$ cat config.mk
export PLATFORM = sky130hd
export DESIGN_NAME = noc_input_unit_flat
export DESIGN_NICKNAME = d
export VERILOG_FILES = /design/src/rtl/noc_input_unit_if.sv /design/src/rtl/noc_input_unit.sv /design/src/flat_wrapper.sv
export SDC_FILE = /design/constraint.sdc
export NUM_CORES = 1
export LEC_CHECK = 0
export ABC_AREA = 0
export CAP_MARGIN = 0
export CORE_MARGIN = 4
export CORE_UTILIZATION = 48
export CTS_CLUSTER_DIAMETER = 40
export DETAILED_ROUTE_END_ITERATION = 16
export HOLD_SLACK_MARGIN = 0.06
export PLACE_DENSITY = 0.76
export SLEW_MARGIN = 20
export SYNTH_ARGS = -nofsm -noshare
export SYNTH_HDL_FRONTEND = slang
export SYNTH_SLANG_ARGS = --single-unit
export TNS_END_PERCENT = 30
$ cat constraint.sdc
create_clock -name clk -period 2.12 [get_ports clk]
set_clock_uncertainty 0.15 [all_clocks]
set_input_delay 0.53 -clock clk [delete_from_list [all_inputs] [get_ports clk]]
set_output_delay 0.53 -clock clk [all_outputs]
set_load 0.05 [all_outputs]
$ cat src/rtl/noc_input_unit_if.sv
// Bundles the upstream flit link and the crossbar request/grant signals for one input unit.
// slave is the input unit's side; master is the side that drives the link and the grant.
interface noc_input_unit_if #(
    parameter int PORTS = 2,
    parameter int WIDTH = 8,
    parameter int DEPTH = 4
);
    localparam int DW = (PORTS > 1) ? $clog2(PORTS) : 1;
    localparam int CW = $clog2(DEPTH) + 1;

    logic [WIDTH-1:0] in_data;
    logic             in_valid;
    logic             in_last;
    logic             in_ready;
    logic [WIDTH-1:0] xb_data;
    logic [DW-1:0]    xb_dest;
    logic             xb_dest_en;
    logic             xb_ack;
    logic             xb_bp;
    logic [CW-1:0]    count;

    modport slave (
        input  in_data, in_valid, in_last, xb_ack, xb_bp,
        output in_ready, xb_data, xb_dest, xb_dest_en, count
    );

    modport master (
        output in_data, in_valid, in_last, xb_ack, xb_bp,
        input  in_ready, xb_data, xb_dest, xb_dest_en, count
    );
endinterface

$ cat src/rtl/noc_input_unit.sv
// Per-port ingress stage: flit FIFO plus a route FSM that keeps a packet's destination
// from its header flit through its tail flit.
module noc_input_unit #(
    parameter int PORTS    = 2,
    parameter int WIDTH    = 8,
    parameter int DEPTH    = 4,
    parameter int DEST_LSB = 0
) (
    input  logic            clk,
    input  logic            rst,
    noc_input_unit_if.slave bus
);
    localparam int DW = (PORTS > 1) ? $clog2(PORTS) : 1;
    localparam int AW = $clog2(DEPTH);
    localparam int CW = AW + 1;

    typedef enum logic {HEAD, BODY} state_t;

    state_t         state_q, state_d;
    logic [DW-1:0]  dest_q, dest_d;
    logic [WIDTH:0] mem_q [DEPTH];
    logic [AW-1:0]  wr_ptr_q, rd_ptr_q;
    logic [CW-1:0]  count_q, count_d;
    logic           push, pop, empty, full;
    logic [WIDTH:0] head;

    assign empty = (count_q == '0);
    assign full  = (count_q == CW'(DEPTH));

    // Full is judged on registered occupancy only, so a same-cycle pop never admits a push.
    assign push = bus.in_valid && !full;
    assign pop  = !empty && bus.xb_ack && !bus.xb_bp;
    assign head = empty ? '0 : mem_q[rd_ptr_q];

    always_ff @(posedge clk) begin
        if (push) begin
            mem_q[wr_ptr_q] <= {bus.in_last, bus.in_data};
        end
    end

    always_comb begin
        count_d = count_q;
        case ({push, pop})
            2'b10:   count_d = count_q + CW'(1);
            2'b01:   count_d = count_q - CW'(1);
            default: count_d = count_q;
        endcase
    end

    always_ff @(posedge clk or posedge rst) begin
        if (rst) begin
            wr_ptr_q <= '0;
            rd_ptr_q <= '0;
            count_q  <= '0;
            state_q  <= HEAD;
            dest_q   <= '0;
        end else begin
            if (push) wr_ptr_q <= wr_ptr_q + AW'(1);
            if (pop)  rd_ptr_q <= rd_ptr_q + AW'(1);
            count_q <= count_d;
            state_q <= state_d;
            dest_q  <= dest_d;
        end
    end

    always_comb begin
        state_d     = state_q;
        dest_d      = dest_q;
        bus.xb_dest = head[DEST_LSB +: DW];
        case (state_q)
            HEAD: begin
                if (pop && !head[WIDTH]) begin
                    state_d = BODY;
                    dest_d  = head[DEST_LSB +: DW];
                end
            end
            BODY: begin
                bus.xb_dest = dest_q;
                if (pop && head[WIDTH]) begin
                    state_d = HEAD;
                end
            end
            default: state_d = HEAD;
        endcase
    end

    assign bus.xb_data    = head[WIDTH-1:0];
    assign bus.xb_dest_en = !empty;
    assign bus.in_ready   = !full;
    assign bus.count      = count_q;
endmodule
$ cat src/flat_wrapper.sv
// flat-port wrapper written by rule: the top's interface ports become plain ports
module noc_input_unit_flat 
#(
    parameter int PORTS    = 2,
    parameter int WIDTH    = 8,
    parameter int DEPTH    = 4,
    parameter int DEST_LSB = 0
)
  (clk, rst, bus_in_data, bus_in_valid, bus_in_last, bus_xb_ack, bus_xb_bp, bus_in_ready, bus_xb_data, bus_xb_dest, bus_xb_dest_en, bus_count);
  noc_input_unit_if #(.PORTS(PORTS), .WIDTH(WIDTH), .DEPTH(DEPTH)) bus_i ();
  input  logic clk;
  input  logic rst;
  input wire logic [$bits(bus_i.in_data)-1:0] bus_in_data;
  input wire logic [$bits(bus_i.in_valid)-1:0] bus_in_valid;
  input wire logic [$bits(bus_i.in_last)-1:0] bus_in_last;
  input wire logic [$bits(bus_i.xb_ack)-1:0] bus_xb_ack;
  input wire logic [$bits(bus_i.xb_bp)-1:0] bus_xb_bp;
  output wire logic [$bits(bus_i.in_ready)-1:0] bus_in_ready;
  output wire logic [$bits(bus_i.xb_data)-1:0] bus_xb_data;
  output wire logic [$bits(bus_i.xb_dest)-1:0] bus_xb_dest;
  output wire logic [$bits(bus_i.xb_dest_en)-1:0] bus_xb_dest_en;
  output wire logic [$bits(bus_i.count)-1:0] bus_count;
  assign bus_i.in_data = bus_in_data;
  assign bus_i.in_valid = bus_in_valid;
  assign bus_i.in_last = bus_in_last;
  assign bus_i.xb_ack = bus_xb_ack;
  assign bus_i.xb_bp = bus_xb_bp;
  assign bus_in_ready = bus_i.in_ready;
  assign bus_xb_data = bus_i.xb_data;
  assign bus_xb_dest = bus_i.xb_dest;
  assign bus_xb_dest_en = bus_i.xb_dest_en;
  assign bus_count = bus_i.count;
  noc_input_unit #(.PORTS(PORTS), .WIDTH(WIDTH), .DEPTH(DEPTH), .DEST_LSB(DEST_LSB)) u_core (.clk(clk), .rst(rst), .bus(bus_i));
endmodule
After elaboration in Yosys (flattened, before gate mapping). Memories as Yosys holds them, arrays and structs flattened. Cells that the tools add are included.

Flip-flop bits (word level): 9. Bits in writable memories: 36. Memories: 1.

$add $sub $neg: 4. Equal/unequal tests: 3. Muxes and demuxes: 8. Bitwise operators: 1. Reduce and logical (&&, ||, !) cells: 12.

Memory list: u_core.mem_q (depth 4, bits a word 9, rd ports 1, clocked after memory_dff 0, wr ports 1, RTL line noc_input_unit.sv:21) `logic [WIDTH:0] mem_q [DEPTH];`.

Operators with widths (count): $mux 9 (1); $pmux 3 s2 (1); $logic_and 1x1->1 (5); $mux 1 (5); $add 2x1->2 const B (2); $logic_not 1->1 (4); $add 3x1->3 const B (1); $eq 3x3->1 const B (1); $logic_not 3->1 (1); $sub 3x1->3 const B (1); $eq 2x1->1 const B (1); $eq 2x2->1 const B (1); $pmux 1 s2 (1); $reduce_and 2->1 (1); $reduce_bool 2->1 (1); $not 1->1 (1).

Longest topological paths before layout.
Depth after elaboration: 7. Gate-level depth with buffers: 9. Mapped depth without buffers: 9.

Worst setup path after synthesis. Ideal clock, no wire load.

Path type: register -> register. Start point: register u_core.count_q[2] (netlist: u_core.bus.count[2]). End point: register u_core.count_q[2] (netlist: u_core.bus.count[2]). Arrival time: 2.444 ns. Required time: 1.887 ns. Slack: -0.557 ns. Stages on the path, launching flop included: 10. Path buffers: 0. Clock period less this slack: 2.677 ns. Cells stage by stage: dfrtp_1 > or3b_4 > and2_4 > inv_1 > ha_1 > inv_1 > fa_1 > xor2_1 > nor2_1 > xor2_1.

Elaborated cells between the ends (all ways): 13. Those cells by class: 2 x add/sub; 3 x eq/ne; 1 x mux; 7 x reduce/logical.

RTL lines: start: declaration (RTL line noc_input_unit.sv:23) `logic [CW-1:0] count_q, count_d;`; start signal: assignment (RTL line noc_input_unit.sv:60) `count_q <= count_d;`; $eq 3x3->1 (*) (RTL line noc_input_unit.sv:28) `assign full = (count_q == CW'(DEPTH));`; $logic_not 1->1 (*); net bus_in_ready (RTL line flat_wrapper.sv:18) `output wire logic [$bits(bus_i.in_ready)-1:0] bus_in_ready;`; $logic_and 1x1->1 (*) (RTL line noc_input_unit.sv:31) `assign push = bus.in_valid && !full;`; $eq 2x1->1 or $eq 2x2->1 (tied branches) (RTL line noc_input_unit.sv:43) `case ({push, pop})`; $pmux 3 s2 or $reduce_bool 2->1 (tied branches).

The timed path passes the listed nets; every way through them passes the cells marked *. A chain may end at the register's enable or synchronous reset.

Worst setup path in the final report.
Start point: register u_core.rd_ptr_q[0]. End point: output bus_xb_dest.

Cells in the longest elaborated chain, start to end: 3.

Ends and longest elaborated chain: start: declaration (RTL line noc_input_unit.sv:22) `logic [AW-1:0] wr_ptr_q, rd_ptr_q;`; start signal: assignment (RTL line noc_input_unit.sv:59) `if (pop) rd_ptr_q <= rd_ptr_q + AW'(1);`; $mem_v2 4x9; $mux 9 (RTL line noc_input_unit.sv:33) `assign head = empty ? '0 : mem_q[rd_ptr_q];`; $mux 1 (RTL line noc_input_unit.sv:70) `case (state_q)`; end: declaration (RTL line flat_wrapper.sv:20) `output wire logic [$bits(bus_i.xb_dest)-1:0] bus_xb_dest;`.

Every way passes these cells.

==> summary.md <==
| Metric | Value |
|---|---|
| Sink Count | `45` |
| First-pass GRT wire length | `5660 um` |
| Grt ovf | `0` |
| Setup ws final | `-330 ps` |
| Die Area | `5080 um2` |
| Ports | `28` |
| Pre-CTS WS | `-424 ps` |
| Reg2Reg Depth | `9` |
| Worst Path Arrival | `1770 ps` |
| # DRC | `0` |
| Maximum fanout along the worst path | `3` |
| ANT nets after route | `0` |
| First-pass detailed-route iteration total | `4` |
| WL final | `3440 um` |
| Flops & latches, synth | `45` |
| WS Path Type | `flop to output port` |
| Global Route Usage Sum | `0.151` |
| Int Pwr | `2.47 mW` |
| Final core utilization | `0.673` |
| Synth unique cells | `26` |
| Startpoint Class | `flop` |
| Sequential power share | `0.320` |
| Syn Nets | `123` |
| DP Area | `2380 um2` |
| Max-slew headroom | `0.751` |
| WL per Instance | `16.6 um` |
| Synth Area in Compound Gates | `0.00651` |
| Setup Viol. Count Final | `11` |
| Post-synthesis simple-gate area fraction | `0.0761` |
| Minimum clock period | `2450 ps` |
| Clock power frac | `0.119` |
| Worst EP required | `1440 ps` |
| Max-cap violations | `0` |
| Outcome | `finished, violations left` |
| WP depth | `4` |
| Fin crit share | `1.16` |
| R2R Path End | `u_core.bus.count[2]$_DFFE_PP0P_` |
| CTS Buffer Depth | `2` |
| Cell row count | `22` |
| R2r startpoint | `u_core.bus.count[0]$_DFFE_PP0P_` |
| Worst-Margin Slew | `373 ps` |
| Post-DP HPWL | `2570 um` |
| Mapped Avg Cell Area | `18.7 um2` |
| Die Y | `71.3 um` |
| Post-CTS Hold Buffers | `0` |
| Setup tns final | `-2400 ps` |
| Fmax | `408 MHz` |
| Xor/xnor cell area share of the yosys netlist | `0.0273` |
| Crit. End Element | `output port` |
| Leak pwr | `1.00 nW` |
| Sw frac | `0.397` |
| Unrepaired setup endpoints after global routing | `true` |
| Initial antenna violation count | `0` |
| GP Congestion | `0.697` |
| Buf+Inv Stages, Crit Path | `1` |
| Final Cell Area | `2540 um2` |
| Net Switching | `1.63 mW` |
| Max VDD drop | `0.783 mV` |
| Clock edge transition at the registers on the reported setup and hold paths | `70 ps` |
| Final hold vios | `0` |
| Pwr dens | `1610 nW/um2` |
| Gate power share | `0.561` |
| Initial Util | `0.510` |
| Post-DR vias/cell | `5.05` |
| EDFF count, synth | `36` |
| Max Slew Vio Count | `0` |
| Failing checks | `negative setup slack` |
| Syn Inst Count | `103` |
| Port Buf Inserts | `27` |
| Worst-Skew Late Latency | `290 ps` |
| Chip Width | `71.3 um` |
| Ratio of cells with drive above 1 in the final layout | `0.465` |
| Main combinational cell family by area after synthesis | `multiplexers` |
| Primary FF master, synth | `edfxtp_1` |
| Crit path capture | `bus_xb_dest` |
| CP max stage cell | `mux4_2` |
| Type of the worst min-delay path | `input port to asynchronous set/reset pin` |
| Largest net degree at the start of global routing | `14` |
| Worst reg2reg setup slack | `-70 ps` |
| CP cell instances | `mux4_2 -> nor2b_4 -> mux2_2 -> buf_6` |
| Post-Syn Area | `1920 um2` |
| Root Driver | `clkbuf_8` |
| Core Box Area | `3770 um2` |
| Largest stage delay on the critical path | `500 ps` |
| Vias post-DR | `1045` |
| Asr flop ratio synth | `0.200` |
| Initial DRC count | `56` |
| # diodes | `0` |
| CTS buffer count | `5` |
| CTS tree | `yes` |
| Yosys warnings | `0` |
| Critical Path Start | `u_core.rd_ptr_q[0]$_DFFE_PP0P_` |
| Adder-Cell Fraction of Synth Area | `0.0429` |
| CTS H-tree lvls | `2` |
| Multiplexer share of the synthesized area | `0.142` |
| Worst hold slack | `356 ps` |
| Register area share after synthesis | `0.679` |
| Critical path's top delay family | `multiplexers` |
| Fin nets | `178` |
| Vias in the first global route | `1119` |
| Area grow syn2layout | `32.0%` |
==> per-layer routing <==
| metal | vias to the layer above | GRT usage | wire length (um) |
|---|---|---|---|
| li1 | 492 | - | - |
| met5 | - | 0 | 0 |
| met2 | 22 | 0.254 | 1860 |
| met3 | 5 | 0.0435 | 147 |
| met4 | 0 | 0.0752 | 55 |
| met1 | 526 | 0.177 | 1380 |
==> cell type report <==
cell class	instances	area, um2
Clock inverter	2	10.0
Timing Repair Buffer	51	468
Inverter	8	30.0
Multi-Input combinational cell	47	587
Clock buffer	6	72.6
Fill cell	254	1230
Sequential cell	45	1310
Tap cell	48	60.1
==> state kept, by name, summed over array words and instances, names as in the netlist, named ones only <==
| register | flops |
|---|---|
| u_core.bus.count | 3 |
| u_core.dest_q | 1 |
| u_core.rd_ptr_q | 2 |
| u_core.wr_ptr_q | 2 |
| u_core.mem_q | 36 |
==> worst register-to-register path, cell delays in order, from the launching register on <==
cell and delay, ps:
dfrtp_2 400, or3b_4 390, and2_4 150, inv_2 70
ha_4 130, inv_2 40, fa_2 340, xor2_1 150
nor2_1 130, xor2_1 160
==> power groups by stage <==
| stage | clock network [mW] | logic [mW] | registers [mW] |
|---|---|---|---|
| 2_1_floorplan | 0 | 1.27 | 1.42 |
| 3_3_place_gp | 0 | 2.00 | 1.29 |
| 3_5_place_dp | 0 | 2.06 | 1.32 |
| 4_1_cts | 0.503 | 2.19 | 1.31 |
| 5_1_grt | 0.540 | 2.43 | 1.33 |
| 6_report | 0.485 | 2.30 | 1.31 |
==> kinds of logic after synthesis <==
| family | count (synthesis) |
|---|---|
| AO/OA/AOI/OAI | 2 |
| multiplexers | 13 |
| flip-flops | 45 |
| XOR/XNOR | 6 |
| AND/OR/NAND/NOR | 20 |
| adder cells (fa/ha/maj) | 6 |
| buffers and inverters | 11 |
==> how the worst min path moves through the flow <==
stage,endpoint,startpoint
2_1_floorplan,asynchronous set/reset pin,rst
3_3_place_gp,u_core.dest_q$_DFFE_PP0P_,u_core.dest_q$_DFFE_PP0P_
3_5_place_dp,u_core.dest_q$_DFFE_PP0P_,u_core.dest_q$_DFFE_PP0P_
4_1_cts,u_core.wr_ptr_q[0]$_DFFE_PP0P_,rst
5_1_grt,u_core.wr_ptr_q[0]$_DFFE_PP0P_,rst
6_report,u_core.dest_q$_DFFE_PP0P_,rst
==> cells in the mapped netlist (all sizes together), types with 2 or more instances <==
library cell / count / area, um2
nor2: 2 / 7.51
nor2b: 8 / 57.6
ha: 5 / 62.6
xnor2: 2 / 17.5
buf: 3 / 20.0
mux4: 9 / 229
edfxtp: 36 / 1080
dfrtp: 9 / 225
and3: 4 / 25.0
inv: 8 / 30.0
mux2: 3 / 33.8
xor2: 4 / 35.0
==> through the flow <==
step	instances	power, mW
after floorplan	103	2.68
after global placement	197	3.30
after detailed placement	197	3.38
after CTS	206	4.00
after global routing	207	4.30
final	207	4.09
==> layout by cell type, fill, tap and decap left out, types with 4 or more instances in the layout <==
| cell | count |
|---|---|
| dfrtp_1 | 5 |
| clkbuf_8 | 5 |
| ha_1 | 4 |
| mux4_2 | 9 |
| clkdlybuf4s50_1 | 13 |
| inv_1 | 6 |
| dfrtp_2 | 4 |
| and3_1 | 4 |
| edfxtp_1 | 36 |
| buf_4 | 25 |
| buf_6 | 12 |
| xor2_1 | 4 |
| nor2b_4 | 4 |
==> what timing repair did <==
| action | CTS | global route |
|---|---|---|
| pin swaps | 0 | 0 |
| gates resized for setup | 12 | 17 |
| cloned | 0 | 0 |
| buffers inserted | 1 | 1 |
| endpoints found under the setup margin | 11 | 14 |
No activity file was read; power rests on OpenSTA's default activity.
